### config.mk
export PLATFORM = sky130hd
export DESIGN_NAME = execute_pipeline_stage
export DESIGN_NICKNAME = d
export VERILOG_FILES = /design/src/rtl/execute_pipeline_stage.sv
export SDC_FILE = /design/constraint.sdc
export NUM_CORES = 1
export LEC_CHECK = 0
export BUFFER_PORTS_ARGS = -buffer_cell sky130_fd_sc_hd__buf_2
export CORE_ASPECT_RATIO = 2
export CORE_MARGIN = 2
export CORE_UTILIZATION = 33
export CTS_BUF_LIST = sky130_fd_sc_hd__clkbuf_4 sky130_fd_sc_hd__clkbuf_8
export CTS_CLUSTER_DIAMETER = 60
export CTS_CLUSTER_SIZE = 30
export DETAILED_ROUTE_END_ITERATION = 6
export PLACE_DENSITY = 0.62
export SYNTH_ARGS = -nofsm -noshare
export SYNTH_HDL_FRONTEND = slang
export SYNTH_SLANG_ARGS = --single-unit
export TNS_END_PERCENT = 50
### constraint.sdc
create_clock -name clk -period 5.83 [get_ports clk]
set_input_delay 1.166 -clock clk [delete_from_list [all_inputs] [get_ports clk]]
set_output_delay 1.166 -clock clk [all_outputs]
set_load 0.01 [all_outputs]
### src/rtl/execute_pipeline_stage.sv
// ---------------------------------------------------------------------------
// execute_pipeline_stage
//
// Execute stage of the 5-stage CPU pipeline, 16-bit datapath. This block holds
// the Decode/Execute (DE) pipeline register, the ALU, the srcB address/data
// split, the result mux and the Execute/Memory (EM) pipeline register.
//
// Flow control: there is no valid/ready handshake. Decode presents a new
// operation on the d_* inputs every cycle and this stage always accepts it;
// Memory always takes the m_* outputs. Nothing stalls.
//
// Timing: d_* sampled at rising edge k -> e_flag* reflect that operation after
// edge k -> m_* reflect it after edge k+1.
//
// Ports
//   clk, rst                 clock, synchronous active-high reset
//   d_wbs                    write-back select
//   d_mm[1:0]                memory-mux select
//   d_aluop[2:0]             ALU operation
//   d_wm                     write-memory enable
//   d_am                     srcB split: 0 = address/data path, 1 = write data
//   d_ni                     next-instruction / branch hint
//   d_wce, d_wme1, d_wme2    write-control / memory-1 / memory-2 enables
//   d_alumux                 result select: 0 = ALU, 1 = srcB address/data
//   d_srcA, d_srcB [W-1:0]   operands
//   e_flagN, e_flagZ         combinational flags of the current ALU result
//   m_*                      registered controls, result, store data, flags
// ---------------------------------------------------------------------------
module execute_pipeline_stage #(
  parameter int W = 16
) (
  input  logic         clk,
  input  logic         rst,
  input  logic         d_wbs,
  input  logic [1:0]   d_mm,
  input  logic [2:0]   d_aluop,
  input  logic         d_wm,
  input  logic         d_am,
  input  logic         d_ni,
  input  logic         d_wce,
  input  logic         d_wme1,
  input  logic         d_wme2,
  input  logic         d_alumux,
  input  logic [W-1:0] d_srcA,
  input  logic [W-1:0] d_srcB,
  output logic         e_flagN,
  output logic         e_flagZ,
  output logic         m_wbs,
  output logic [1:0]   m_mm,
  output logic         m_wm,
  output logic         m_ni,
  output logic         m_wce,
  output logic         m_wme1,
  output logic         m_wme2,
  output logic [W-1:0] m_result,
  output logic [W-1:0] m_memdata,
  output logic         m_flagN,
  output logic         m_flagZ
);

  // ALU operation encodings
  localparam logic [2:0] OP_ADD = 3'b000;
  localparam logic [2:0] OP_SUB = 3'b001;
  localparam logic [2:0] OP_AND = 3'b010;
  localparam logic [2:0] OP_OR  = 3'b011;
  localparam logic [2:0] OP_SHL = 3'b100;
  localparam logic [2:0] OP_SHR = 3'b101;
  localparam logic [2:0] OP_XOR = 3'b110;
  localparam logic [2:0] OP_PSB = 3'b111;

  // -------------------------------------------------------------------------
  // DE pipeline register
  // -------------------------------------------------------------------------
  logic         e_wbs;
  logic [1:0]   e_mm;
  logic [2:0]   e_aluop;
  logic         e_wm;
  logic         e_am;
  logic         e_ni;
  logic         e_wce;
  logic         e_wme1;
  logic         e_wme2;
  logic         e_alumux;
  logic [W-1:0] e_srcA;
  logic [W-1:0] e_srcB;

  always_ff @(posedge clk) begin
    if (rst) begin
      e_wbs    <= 1'b0;
      e_mm     <= 2'b00;
      e_aluop  <= 3'b000;
      e_wm     <= 1'b0;
      e_am     <= 1'b0;
      e_ni     <= 1'b0;
      e_wce    <= 1'b0;
      e_wme1   <= 1'b0;
      e_wme2   <= 1'b0;
      e_alumux <= 1'b0;
      e_srcA   <= '0;
      e_srcB   <= '0;
    end else begin
      e_wbs    <= d_wbs;
      e_mm     <= d_mm;
      e_aluop  <= d_aluop;
      e_wm     <= d_wm;
      e_am     <= d_am;
      e_ni     <= d_ni;
      e_wce    <= d_wce;
      e_wme1   <= d_wme1;
      e_wme2   <= d_wme2;
      e_alumux <= d_alumux;
      e_srcA   <= d_srcA;
      e_srcB   <= d_srcB;
    end
  end

  // -------------------------------------------------------------------------
  // ALU: arithmetic wraps mod 2^W; carry and overflow are not kept.
  // Shifts use only the low four bits of srcB as the amount.
  // -------------------------------------------------------------------------
  logic [W-1:0] alu_result;
  logic [3:0]   shamt;

  assign shamt = e_srcB[3:0];

  always_comb begin
    alu_result = '0;
    case (e_aluop)
      OP_ADD:  alu_result = e_srcA + e_srcB;
      OP_SUB:  alu_result = e_srcA - e_srcB;
      OP_AND:  alu_result = e_srcA & e_srcB;
      OP_OR:   alu_result = e_srcA | e_srcB;
      OP_SHL:  alu_result = e_srcA << shamt;
      OP_SHR:  alu_result = e_srcA >> shamt;
      OP_XOR:  alu_result = e_srcA ^ e_srcB;
      OP_PSB:  alu_result = e_srcB;
      default: alu_result = '0;
    endcase
  end

  // Flags always describe the ALU result, even when the mux forwards srcB.
  assign e_flagN = alu_result[W-1];
  assign e_flagZ = (alu_result == '0);

  // -------------------------------------------------------------------------
  // srcB split: srcB goes either to the address/data path or to the store
  // data path; the unused side is held at zero.
  // -------------------------------------------------------------------------
  logic [W-1:0] addr_data;
  logic [W-1:0] wdata;

  always_comb begin
    addr_data = '0;
    wdata     = '0;
    if (e_am) begin
      wdata     = e_srcB;
    end else begin
      addr_data = e_srcB;
    end
  end

  // Result mux
  logic [W-1:0] sel_result;

  assign sel_result = e_alumux ? addr_data : alu_result;

  // -------------------------------------------------------------------------
  // EM pipeline register
  // -------------------------------------------------------------------------
  always_ff @(posedge clk) begin
    if (rst) begin
      m_wbs     <= 1'b0;
      m_mm      <= 2'b00;
      m_wm      <= 1'b0;
      m_ni      <= 1'b0;
      m_wce     <= 1'b0;
      m_wme1    <= 1'b0;
      m_wme2    <= 1'b0;
      m_result  <= '0;
      m_memdata <= '0;
      m_flagN   <= 1'b0;
      m_flagZ   <= 1'b0;
    end else begin
      m_wbs     <= e_wbs;
      m_mm      <= e_mm;
      m_wm      <= e_wm;
      m_ni      <= e_ni;
      m_wce     <= e_wce;
      m_wme1    <= e_wme1;
      m_wme2    <= e_wme2;
      m_result  <= sel_result;
      m_memdata <= wdata;
      m_flagN   <= e_flagN;
      m_flagZ   <= e_flagZ;
    end
  end

endmodule

==> metrics.txt <==
status=complete, no violations; Wirelength per Cell=22.5 µm; endpoints failing hold=0; internal power=0.00105 W; max-slew violations=0; Net Sw Frac=36.0%; core area=18,700 µm²; share of cells above drive strength 1=21.0%; setup bufs post-CTS=0; ys flop type=dfxtp_1; post-CTS resize count=0; initial core utilization=33.4%; final worst path period share=95.5%; grt total ovfl=0; DP Worst Slack=0.823 ns; clk root buf=clkbuf_8; Cells after DPL=992; Final Instance Count excl. Fillers=1,008; crit end category=primary output; via count=5,877; sequential area share after synthesis=27.9%; Synth area leaders=dfxtp_1 (28%), ha_1 (9.8%), mux4_2 (7.2%); Routed Antenna Nets=0; Netlist cell types=73; VDD IR-drop max=0.206 mV; global-route wire length before repair=34,900 µm; initial antenna violation count=0; synth-to-layout area growth=13.8%; critical path class=reg2out; PwrDens=231 nW/µm²; synth cell count leaders=dfxtp_1 (87), nor2b_1 (63), ha_1 (49), inv_1 (49), nor2_1 (43); most frequent cell after synthesis=dfxtp_1; CP startpoint kind=register; Worst Tran Pin Value=1.07 ns; worst setup margin=0.261 ns; I/O pin cnt=91; die width=101 µm; Syn Nets=806; iteration count of the initial detailed-routing pass=5; DP HPWL=17,400 µm; crit path max fanout=15; die area=20,100 µm²; Clk pin slew, worst setup/hold paths=0.09 ns; hold bufs inserted after CTS=0; sequential group share of total power=40.6%; Lkg Pwr=3.07 nW; RSZ-0062 raised after global routing=no; pin count of the biggest net entering global routing=47; clock skew=0.0135 ns; max-cap violation count=0; synth warn=0; ys async rst share=0%; row count=71; Seq cells post-synth=87; Post-synth EDFFs=0; Hold Crit Class=reg2reg; drc violations=0; diodes inserted=0; clock tree from TritonCTS=done; FMAX=180 MHz; cell count after synthesis=709; Final setup viols=0; syn_area_per_cell=8.80 µm²; relative slew slack=28.6%; clock tree buffer depth=2; post-synth top area cell=dfxtp_1; total clock sinks=87; Final Critical Period=5.57 ns; combinational share of power=32.7%; WL final=22,700 µm; routability cong.=0.969; Cell Area, Synth=6240 µm²; clock network power share=26.7%; vias in the first global route=6,162; PortBufs=90; Fin Hold WS=0.440 ns; routed vias/inst=5.83; worst path required time=4.66 ns; Worst EP arrival=4.40 ns; sw power=0.000591 W; Final nets=881; Skew-Pair Late Insertion Delay=0.38 ns; setup TNS=0 ns; Yosys top cell area share=27.9%; TritonCTS Buffers=9; drt first-iter violations=521; Die Ht=198 µm; Tot GR Track Use=23.3%; H-tree level count=3
[layer usage]
layer / global-route usage [%] / wire [µm] / vias to the layer above
li1: - / - / 2701
met1: 23.7 / 7980 / 2837
met2: 40.9 / 11800 / 238
met3: 3.65 / 967 / 101
met4: 18.5 / 1920 / 0
met5: 0 / 0 / -
[critical path: stages, from the launching register on]
cell       delay, ns
dfxtp_1         0.33
nor3b_1         0.19
buf_4           0.26
mux2_2          0.39
fa_1            0.44
nor2b_1         0.17
o22a_1          0.20
xor2_1          0.11
a2111oi_1       0.85
buf_4           0.24
nand2_1         0.07
nor4_1          0.21
and4bb_1        0.25
and3_1          0.17
buf_2           0.14
[sequential cells by signal (all words and copies together) (netlist names), 2 cells and up]
signal	cells
e_srcB	16
m_mm	2
e_mm	2
m_result	16
e_srcA	16
m_memdata	16
e_aluop	3
[placed cells by master (no fill, tap or decap), types with 3 or more instances in the layout]
cell / synthesis / layout
a211o_1: 8 / 8
a211oi_1: 7 / 7
a21o_1: 7 / 7
a21oi_1: 39 / 39
a22o_1: 4 / 4
a22oi_1: 7 / 7
a31oi_1: 17 / 17
a32oi_1: 3 / 3
and2_1: 3 / 3
and3_1: 4 / 4
and4b_1: 3 / 3
buf_2: 13 / 90
buf_4: 0 / 21
clkbuf_8: 0 / 9
dfxtp_1: 87 / 86
ha_1: 49 / 49
inv_1: 49 / 49
mux2_1: 8 / 8
mux2_2: 11 / 11
mux2i_1: 24 / 24
mux4_2: 20 / 20
nand2_1: 34 / 34
nand2b_1: 12 / 12
nand3_1: 21 / 21
nand4_1: 4 / 4
nand4b_1: 4 / 4
nor2_1: 43 / 43
nor2b_1: 63 / 63
nor3_1: 21 / 21
nor4_1: 5 / 5
o211ai_1: 8 / 8
o21a_1: 8 / 8
o21ai_0: 12 / 12
o21ai_1: 4 / 4
o221ai_1: 3 / 3
o22ai_1: 4 / 4
o2bb2ai_1: 4 / 4
o31ai_1: 3 / 3
xnor2_1: 17 / 17
xor2_1: 3 / 3
[final timing paths]
| kind | slack, ns | end | from | depth (start not counted) |
|---|---|---|---|---|
| worst max-delay path | 0.26 | e_flagZ | e_aluop[0] | 14 |
| worst min-delay path | 0.44 | m_mm[1] | e_mm[1] | 1 |
| worst max register to register | 1.87 | m_flagZ | e_aluop[0] | 13 |
| worst min register to register | 0.44 | m_mm[1] | e_mm[1] | 1 |
[final cells by class]
cell class / count / area [µm²]
Clock inverter: 7 / 78.8
Fill cell: 1946 / 11600
Clock buffer: 9 / 124
Multi-Input combinational cell: 524 / 4080
Tap cell: 219 / 274
Timing Repair Buffer: 111 / 608
Inverter: 51 / 191
Sequential cell: 87 / 1740
[power by group through the flow]
stage          clock network (W)  logic (W)  registers (W)
6_report                0.000439   0.000537       0.000666
5_1_grt                 0.000482   0.000580       0.000670
4_1_cts                 0.000455   0.000529       0.000665
3_5_place_dp                   0   0.000526       0.000679
3_3_place_gp                   0   0.000529       0.000678
2_1_floorplan                  0   0.000347       0.000674
[kinds of logic after synthesis]
| logic type | share of synthesized area (%) |
|---|---|
| and+or+nand+nor | 20.4 |
| AOI/OAI and AO/OA | 17.4 |
| buffers and inverters | 6.64 |
| DFF | 27.9 |
| muxes | 14.7 |
| adders and majority gates | 10.2 |
| xor gates and xnor gates | 2.81 |
[per-stage QoR]
stage / power [W] / utilization [%] / area [µm²]
detailed placement: 0.00121 / 37.0 / 6900
CTS: 0.00165 / 38.1 / 7100
floorplan: 0.00102 / - / 6240
global route: 0.00173 / 38.1 / 7100
finish: 0.00164 / 38.1 / 7100
global placement: 0.00121 / 37.0 / 6900
(Power assumes the default switching activity.)
